===== src/rtl/tx_frame_source.sv =====
// tx_frame_source: buffered frame source feeding a tx encoder.
// Bytes are queued as {last, bits, data} entries and presented either a whole
// byte per req (BY_BYTE=1) or one bit per req, LSB first (BY_BYTE=0).
module tx_frame_source #(
   parameter int BY_BYTE = 1,
   parameter int DEPTH   = 16,
   parameter int TIMEOUT = 0
) (
   input  logic                                  clk,
   input  logic                                  rst,
   input  logic [7:0]                            wr_data,
   input  logic [2:0]                            wr_bits,
   input  logic                                  wr_last,
   input  logic                                  wr_valid,
   output logic                                  wr_ready,
   output logic [((BY_BYTE != 0) ? 8 : 1)-1:0]   tx_data,
   output logic                                  tx_data_valid,
   output logic [2:0]                            tx_data_bits,
   output logic                                  tx_last_bit_in_byte,
   input  logic                                  tx_req,
   output logic                                  frame_done,
   output logic                                  underrun,
   output logic                                  timeout,
   output logic                                  busy
);
   localparam int TW = (BY_BYTE != 0) ? 8 : 1;
   localparam int AW = $clog2(DEPTH);
   localparam int CW = (TIMEOUT > 1) ? $clog2(TIMEOUT + 1) : 1;
   localparam bit BYTE_MODE = (BY_BYTE != 0);
   localparam bit TO_EN = (TIMEOUT > 0);
   localparam logic [AW:0] FULL_CNT = (AW + 1)'(DEPTH);
   localparam logic [CW-1:0] TO_LAST = CW'((TIMEOUT > 0) ? TIMEOUT - 1 : 0);

   typedef enum logic [1:0] {
      IDLE  = 2'd0,
      LOAD  = 2'd1,
      SEND  = 2'd2,
      FLUSH = 2'd3
   } state_t;

   state_t        state_q, state_d;
   logic [11:0]   mem_q [DEPTH];
   logic [AW:0]   wr_ptr_q, wr_ptr_d, rd_ptr_q, rd_ptr_d;
   logic [AW:0]   count_s, count_d_s;
   logic [11:0]   head_s, ent_q, ent_d, ld_ent_s;
   logic          push_s, pop_s, empty_s, ld_en_s, ld_first_s;
   logic [7:0]    data_q, data_d;
   logic [3:0]    rem_q, rem_d;
   logic [2:0]    bits_q, bits_d;
   logic          lbit_q, lbit_d, last_q, last_d, valid_q, valid_d;
   logic          done_q, done_d, under_q, under_d, to_q, to_d;
   logic          ready_q, ready_d, busy_q, busy_d;
   logic [CW-1:0] cnt_q, cnt_d;

   // Number of bit items in a byte: the first byte of a frame may be partial.
   function automatic logic [3:0] item_count(input logic [2:0] bits, input logic first);
      if (first && (bits != 3'd0)) begin
         return {1'b0, bits};
      end else begin
         return 4'd8;
      end
   endfunction

   assign push_s  = wr_valid & ready_q;
   assign count_s = wr_ptr_q - rd_ptr_q;
   assign empty_s = (count_s == '0);
   assign head_s  = mem_q[rd_ptr_q[AW-1:0]];

   // Store accepted bytes; pointers qualify the contents, so no reset is needed.
   always_ff @(posedge clk) begin
      if (push_s) begin
         mem_q[wr_ptr_q[AW-1:0]] <= {wr_last, wr_bits, wr_data};
      end
   end

   // Frame sequencing: pop/prefetch control, item stepping and error exits.
   always_comb begin
      state_d    = state_q;
      ent_d      = ent_q;
      data_d     = data_q;
      rem_d      = rem_q;
      bits_d     = bits_q;
      lbit_d     = lbit_q;
      last_d     = last_q;
      valid_d    = valid_q;
      done_d     = 1'b0;
      under_d    = 1'b0;
      to_d       = 1'b0;
      pop_s      = 1'b0;
      ld_en_s    = 1'b0;
      ld_first_s = 1'b0;
      ld_ent_s   = head_s;
      case (state_q)
         IDLE: begin
            if (!empty_s) begin
               pop_s   = 1'b1;
               ent_d   = head_s;
               state_d = LOAD;
            end else begin
               state_d = IDLE;
            end
         end
         LOAD: begin
            ld_en_s    = 1'b1;
            ld_first_s = 1'b1;
            ld_ent_s   = ent_q;
            valid_d    = 1'b1;
            state_d    = SEND;
         end
         SEND: begin
            if (valid_q && tx_req) begin
               if (!BYTE_MODE && (rem_q > 4'd1)) begin
                  data_d = {1'b0, data_q[7:1]};
                  rem_d  = rem_q - 4'd1;
                  lbit_d = (rem_q == 4'd2);
               end else if (last_q) begin
                  done_d  = 1'b1;
                  valid_d = 1'b0;
                  bits_d  = 3'd0;
                  lbit_d  = 1'b0;
                  state_d = IDLE;
               end else if (!empty_s) begin
                  pop_s   = 1'b1;
                  ld_en_s = 1'b1;
               end else begin
                  under_d = 1'b1;
                  valid_d = 1'b0;
                  bits_d  = 3'd0;
                  lbit_d  = 1'b0;
                  state_d = FLUSH;
               end
            end else if (TO_EN && valid_q && (cnt_q == TO_LAST)) begin
               to_d    = 1'b1;
               valid_d = 1'b0;
               bits_d  = 3'd0;
               lbit_d  = 1'b0;
               // A timed-out final entry leaves nothing of the frame to flush.
               state_d = last_q ? IDLE : FLUSH;
            end else begin
               state_d = SEND;
            end
         end
         FLUSH: begin
            if (!empty_s) begin
               pop_s   = 1'b1;
               state_d = head_s[11] ? IDLE : FLUSH;
            end else begin
               state_d = FLUSH;
            end
         end
         default: begin
            state_d = IDLE;
            valid_d = 1'b0;
         end
      endcase

      if (ld_en_s) begin
         data_d = ld_ent_s[7:0];
         last_d = ld_ent_s[11];
         if (BYTE_MODE) begin
            rem_d  = 4'd1;
            lbit_d = 1'b0;
            bits_d = ld_first_s ? ld_ent_s[10:8] : 3'd0;
         end else begin
            rem_d  = item_count(ld_ent_s[10:8], ld_first_s);
            lbit_d = (item_count(ld_ent_s[10:8], ld_first_s) == 4'd1);
            bits_d = 3'd0;
         end
      end else begin
         ld_first_s = 1'b0;
      end
   end

   // Pointer, occupancy-derived flag and req-timeout counter updates.
   always_comb begin
      wr_ptr_d = push_s ? (wr_ptr_q + (AW + 1)'(1)) : wr_ptr_q;
      rd_ptr_d = pop_s ? (rd_ptr_q + (AW + 1)'(1)) : rd_ptr_q;
      count_d_s = wr_ptr_d - rd_ptr_d;
      ready_d   = (count_d_s != FULL_CNT);
      busy_d    = (state_d != IDLE) || (count_d_s != '0);
      if (!TO_EN || !valid_q || tx_req) begin
         cnt_d = '0;
      end else begin
         cnt_d = cnt_q + CW'(1);
      end
   end

   // State and output registers; reset discards any frame in progress.
   always_ff @(posedge clk or posedge rst) begin
      if (rst) begin
         state_q  <= IDLE;
         wr_ptr_q <= '0;
         rd_ptr_q <= '0;
         ent_q    <= 12'd0;
         data_q   <= 8'd0;
         rem_q    <= 4'd0;
         bits_q   <= 3'd0;
         lbit_q   <= 1'b0;
         last_q   <= 1'b0;
         valid_q  <= 1'b0;
         done_q   <= 1'b0;
         under_q  <= 1'b0;
         to_q     <= 1'b0;
         ready_q  <= 1'b1;
         busy_q   <= 1'b0;
         cnt_q    <= '0;
      end else begin
         state_q  <= state_d;
         wr_ptr_q <= wr_ptr_d;
         rd_ptr_q <= rd_ptr_d;
         ent_q    <= ent_d;
         data_q   <= data_d;
         rem_q    <= rem_d;
         bits_q   <= bits_d;
         lbit_q   <= lbit_d;
         last_q   <= last_d;
         valid_q  <= valid_d;
         done_q   <= done_d;
         under_q  <= under_d;
         to_q     <= to_d;
         ready_q  <= ready_d;
         busy_q   <= busy_d;
         cnt_q    <= cnt_d;
      end
   end

   assign wr_ready            = ready_q;
   assign tx_data             = data_q[TW-1:0];
   assign tx_data_valid       = valid_q;
   assign tx_data_bits        = bits_q;
   assign tx_last_bit_in_byte = lbit_q;
   assign frame_done          = done_q;
   assign underrun            = under_q;
   assign timeout             = to_q;
   assign busy                = busy_q;
endmodule


===== config.mk =====
export PLATFORM = sky130hd
export DESIGN_NAME = tx_frame_source
export DESIGN_NICKNAME = d
export VERILOG_FILES = /design/src/rtl/tx_frame_source.sv
export SDC_FILE = /design/constraint.sdc
export NUM_CORES = 1
export LEC_CHECK = 0
export CAP_MARGIN = 20
export CELL_PAD_IN_SITES_DETAIL_PLACEMENT = 0
export CELL_PAD_IN_SITES_GLOBAL_PLACEMENT = 1
export CORE_UTILIZATION = 49
export DETAILED_ROUTE_END_ITERATION = 10
export DONT_BUFFER_PORTS = 1
export PLACE_DENSITY_LB_ADDON = 0.15
export SYNTH_ARGS = -nofsm -noshare
export SYNTH_HDL_FRONTEND = slang
export SYNTH_SLANG_ARGS = --single-unit

===== constraint.sdc =====
create_clock -name clk -period 3.6 [get_ports clk]
set_clock_uncertainty 0.15 [all_clocks]
set_input_delay 0.72 -clock clk [delete_from_list [all_inputs] [get_ports clk]]
set_output_delay 0.72 -clock clk [all_outputs]
set_load 0.05 [all_outputs]

==> flow_summary.ini, run 1 <==
[synthesis]
synth_edf_count = 192
synth.mux.area_fraction_pct = 13.0
synth.top_cells.by_count = edfxtp_1 (192), nand2_1 (67), mux4_2 (51)
synth-compound-area-share_pct = 3.77
yosysWarnings = 0
yosysMostFrequentCell = edfxtp_1
synth_cell_types = 50
synth_xor_area_share_pct = 1.36
synth_cells = 555
synth-simple-area-share_pct = 6.41
synth_fa_ha_area_share_pct = 2.23
ys_seq_elements = 233
yosysSeqAreaShare_pct = 71.1
async_reset_ff_share_pct = 17.6
yosysTopAreaCellShare_pct = 60.3
synth_top_cell_by_area = edfxtp_1
yosys_most_used_dff = edfxtp_1
synth.avg_cell_area_um2 = 17.2
syn_area_um2 = 9560
synth_top_family_by_area = multiplexers
synth_area_leaders = edfxtp_1 (60%), mux4_2 (12%), dfrtp_1 (10%)

[grt]
grt_util_all_layers_pct = 20.6
grt_max_degree = 40
grt_pass1_vias = 5071
grt_first_pass_wirelength_um = 29900
antenna_found_initial = 0
grt_overflow_total = 0

[detailed_routing]
route.detailed.drc = 0
wl_met2_um = 9900
first_iter_violations = 303
vias_per_cell = 5.58
drt-wirelength-per-cell_um = 22.4
top_layer_used = met4
via_count = 4852
routedLengthMet1_um = 8430
drt-total-wl_um = 19500
first_pass_iters = 5
route.met3.wl_um = 762
antenna_left = 0

[finish]
area_growth_pct = 13.3
drive_gt1_share_pct = 24.9
nets = 624
insertedDiodeCount = 0

[floorplan]
row_count = 50
die-area_um2 = 20100
initial_core_util_pct = 50.6
io_pins = 34
core_area_um2 = 18900
die_width_um = 142
fp.dieH_um = 142

[clock_network]
cts_made_buffers = 25
clockRootBuffer = clkbuf_16
clkTransAtPathRegs_ns = 0.06
htreeDepth = 1
clk_latency_ns = 0.52
cts_tree = yes
cts_num_sinks = 233
cts_buffer_depth = 3

[setup_path]
endpoint_kind = flip-flop
r2r-end = busy
max_stage_delay_ns = 0.50
r2r-start = wr_ptr_q[0]
arrival_ns = 3.60
critPathRequiredTime_ns = 3.83
cp_slowest_cell = or4b_1
worstPathCellList = inv_2, ha_1, nor2b_1, o2111a_1, nand3_2, nand2_1, mux2i_1, ha_1, a21oi_2, nand2_1, o2111ai_1, o211ai_2, xnor2_1, or4b_1
critical_path_class = flip-flop to flip-flop
crit_path_start_kind = flip-flop
path_max_fanout = 4
reg2reg_depth = 14
r2r_setup_slack_ns = 0.23

[timing]
post-route-period-util_pct = 93.6
timing.fmax_mhz = 297
worst_pin_slew_ns = 0.813
slew_headroom_pct = 45.6
setup_viol = 0
rsz0062_at_grt = false
tns_ns = 0
report.final.slew_viol_count = 0
hold_viol = 0
period_needed_ns = 3.37
worst_slack_ns = 0.231

[power_and_ir_drop]
leakage_nw = 3.82
cellPowerDensity_nw_per_um2 = 880
vdd_drop_max_v = 0.000384

[placed_design]
gp_congestion = 0.775
port_buffers = 0
dp_slack_ns = 0.145
hpwl_um = 12300

[min_path]
hold_path_end = mem_q[2][9]
hold_path.class = input pin to flip-flop
hold_depth = 0
hold_start = wr_bits[1]

[outcome]
outcome = complete, no violations

[run]
max_cap_viol_count = 0
## registers in the layout, summed over array words and instances (netlist names)
name           count
mem_q            192
ent_q             12
tx_data            8
rd_ptr_q           5
wr_ptr_q           5
tx_data_bits       3
state_q            2
busy               1
frame_done         1
last_q             1
tx_data_valid      1
underrun           1
wr_ready           1
## power by group
part	switching [mW]	internal (mW)
Combinational	1.96	1.42
Sequential	0.376	3.36
Clock	1.00	1.41
Total	3.34	6.19
## per-stage QoR
| stage | hold WS (ns) | instance area, um2 | std cells | utilization (%) | power (mW) |
|---|---|---|---|---|---|
| after global routing | 0.127 | 10800 | 870 | 57.3 | 10.1 |
| after floorplan | 0.300 | 9570 | 556 | - | 6.26 |
| after global placement | 0.311 | 10000 | 823 | 53.0 | 7.05 |
| after detailed placement | 0.321 | 10000 | 823 | 53.0 | 7.13 |
| after CTS | 0.126 | 10800 | 870 | 57.2 | 9.56 |
| final | 0.147 | 10800 | 870 | 57.3 | 9.53 |
## layout by cell type (no fill, tap or decap), drive strengths merged, types with 3 or more instances in the layout
cell / count
edfxtp: 192
nand2: 68
mux4: 51
dfrtp: 40
buf: 32
a21oi: 28
nor2: 28
clkbuf: 28
o21ai: 25
ha: 17
inv: 16
clkinv: 16
nand3: 10
xnor2: 7
xor2: 7
mux2: 6
nor3: 4
and2: 3
nand2b: 3
mux2i: 3
a32o: 3
## worst max path at each step
stage	end	cells after the start	slack, ns	start
after CTS	busy	13	0.11	state_q[0]
after global routing	busy	14	0.003	rd_ptr_q[2]
final	busy	14	0.23	wr_ptr_q[0]
after detailed placement	busy	13	0.15	state_q[0]
after floorplan	busy	16	0.004	rd_ptr_q[2]
after global placement	busy	14	0.27	rd_ptr_q[3]
## worst max-delay path: cells and delay by family (launching register included)
| kind | cells | cell delay, ns |
|---|---|---|
| mux | 1 | 0.26 |
| compound gates | 4 | 0.69 |
| xor+xnor | 1 | 0.15 |
| buf+inv | 1 | 0.11 |
| fa+ha+maj | 2 | 0.44 |
| simple gates | 5 | 1.00 |
| flops | 1 | 0.43 |
## area by class of cell
class	count	area (um2)
Tap cell	260	325
Clock buffer	28	637
Timing Repair Buffer	33	250
Clock inverter	18	139
Sequential cell	233	6800
Multi-Input combinational cell	282	2620
Inverter	16	61.3
Fill cell	1512	8070
## cells by family (layout without fill, tap and decap cells)
family,after synthesis,after routing
AO/OA/AOI/OAI,63,63
XOR/XNOR,14,14
adder cells (fa/ha/maj),17,17
buffers and inverters,41,95
flip-flops,233,233
multiplexers,60,60
other,1,2
AND/OR/NAND/NOR,126,126
## routing by layer
metal	GRT usage (%)	vias up
met2	35.6	121
met5	0	-
met1	27.5	2503
met3	2.94	29
li1	-	2199
met4	5.43	0
## what timing repair did
item                       CTS  global route
setup buffers                0             0
hold buffers                 1             0
gates resized for setup      0             9
hold endpoints to repair    16             0
setup endpoints to repair    0             1
No activity file was read; power rests on OpenSTA's default activity.
==> run 2: changes to the inputs <==
Settings changed: CORE_UTILIZATION 49 to 59, TNS_END_PERCENT set to 10.
Clock period 3.6 ns to 4.1 ns, I/O delays scaled along.
==> flow_summary.ini, run 2 (same netlist as run 1, synthesis figures left out) <==
[clock_network]
clk_latency_ns = 0.51
clkTransAtPathRegs_ns = 0.06
cts_post_setup_buffers_inserted = 0
ctsResizeCount = 0
cts_buffer_depth = 3
cts_tree = yes
clockRootBuffer = clkbuf_16
cts_made_buffers = 24
postCtsHoldBufs = 0
htreeDepth = 1
cts_num_sinks = 233

[power_and_ir_drop]
cellPowerDensity_nw_per_um2 = 765
leakage_nw = 3.73
vdd_drop_max_v = 0.000426

[timing]
hold_viol = 0
timing.fmax_mhz = 276
period_needed_ns = 3.62
worst_pin_slew_ns = 1.06
rsz0062_at_grt = false
setup_viol = 0
post-route-period-util_pct = 88.3
slew_headroom_pct = 29.2
report.final.slew_viol_count = 0
tns_ns = 0

[floorplan]
die-area_um2 = 16700
io_pins = 34
core_area_um2 = 15800
initial_core_util_pct = 60.4
die_width_um = 129
fp.dieH_um = 129
row_count = 46

[detailed_routing]
vias_per_cell = 5.86
route.detailed.drc = 0
via_count = 4760
drt-wirelength-per-cell_um = 22.7
first_iter_violations = 256
antenna_left = 0
drt-total-wl_um = 18400
first_pass_iters = 4

[finish]
area_growth_pct = 11.2
final_cell_area_um2 = 10600
fill_cells = 1081
final_common_cell = edfxtp_1
instances_no_fill = 812
drive_gt1_share_pct = 21.6
nets = 612
largest_reg_flops = 192
final_cell_mix = edfxtp_1 (192), nand2_1 (67), mux4_2 (51)
insertedDiodeCount = 0

[setup_path]
path_max_fanout = 6
arrival_ns = 3.84
crit_path_start_kind = flip-flop
r2r_setup_slack_ns = 0.48
endpoint_kind = flip-flop
critPathRequiredTime_ns = 4.32
critical_path_class = flip-flop to flip-flop

[min_path]
hold_path.class = input pin to async pin

[grt]
antenna_found_initial = 0
grt_first_pass_wirelength_um = 28200
grt_util_all_layers_pct = 23.7
grt_max_degree = 42
grt_overflow_total = 0
grt_pass1_vias = 4938

[placed_design]
dp_cells = 769
hpwl_um = 11000
port_buffers = 0
gp_congestion = 0.771
dpl_cell_area_um2 = 9910

[run]
max_cap_viol_count = 0

[outcome]
outcome = complete, no violations
## run 2: cell types whose count changed in the layout (fill, tap and decap cells not counted), moves of 3 or more
cell	delta
inv_1	+3
inv_2	-3
buf_4	-10
clkbuf_1	+7
clkinv_2	-6
nor2_1	-5
nor2_2	+5
## run 2: area by class of cell
type | count | area, um2 | area share, %
clock buffers | 35 | 663 | 6.24
well taps | 216 | 270 | 2.54
clock inverters | 8 | 58.8 | 0.553
repair buffers | 22 | 165 | 1.55
multi-input cells | 282 | 2620 | 24.6
flip-flops and latches | 233 | 6800 | 63.9
inverters | 16 | 60.1 | 0.565
## run 2: critical path, stage by stage, from the launching register on
cell and delay [ns]:
dfrtp_1 0.36, clkinv_1 0.09, ha_1 0.31, nor2b_1 0.14, o21ai_0 0.28, nand3_2 0.22
nand2_1 0.18, mux2i_1 0.26, ha_1 0.30, a21oi_1 0.18, nor2_1 0.06, a21oi_1 0.20
o211ai_2 0.12, xnor2_1 0.15, or4b_1 0.50
## run 2: metrics by stage
step	power, mW	setup WS [ns]	hold slack (ns)	utilization (%)
floorplan	5.48	0.260	0.300	-
global placement	6.14	0.680	0.311	62.6
detailed placement	6.22	0.479	0.320	62.6
CTS	8.21	0.463	0.184	67.2
global route	8.61	0.218	0.200	67.2
finish	8.13	0.479	0.179	67.2
## run 2: power by group
part	switching, mW	internal, mW
sequential	0.319	2.95
clock	0.803	1.18
combinational	1.68	1.20
total	2.81	5.32
## run 2: final timing paths
path / start / endpoint / cells past startpoint
max: rd_ptr_q[3] / busy / 14
min: rst / underrun / 2
max reg2reg: rd_ptr_q[3] / busy / 14
min reg2reg: ent_q[4] / ent_q[4] / 2
max in group asynchronous: rst / rd_ptr_q[0] / 2
min in group clk: wr_data[7] / mem_q[11][7] / 0
## run 2: routing by layer
layer	GRT usage, %	share of wire, %
met5	0	0
met4	8.03	1.8
met3	4.58	6.8
met2	40.0	51
met1	31.3	41
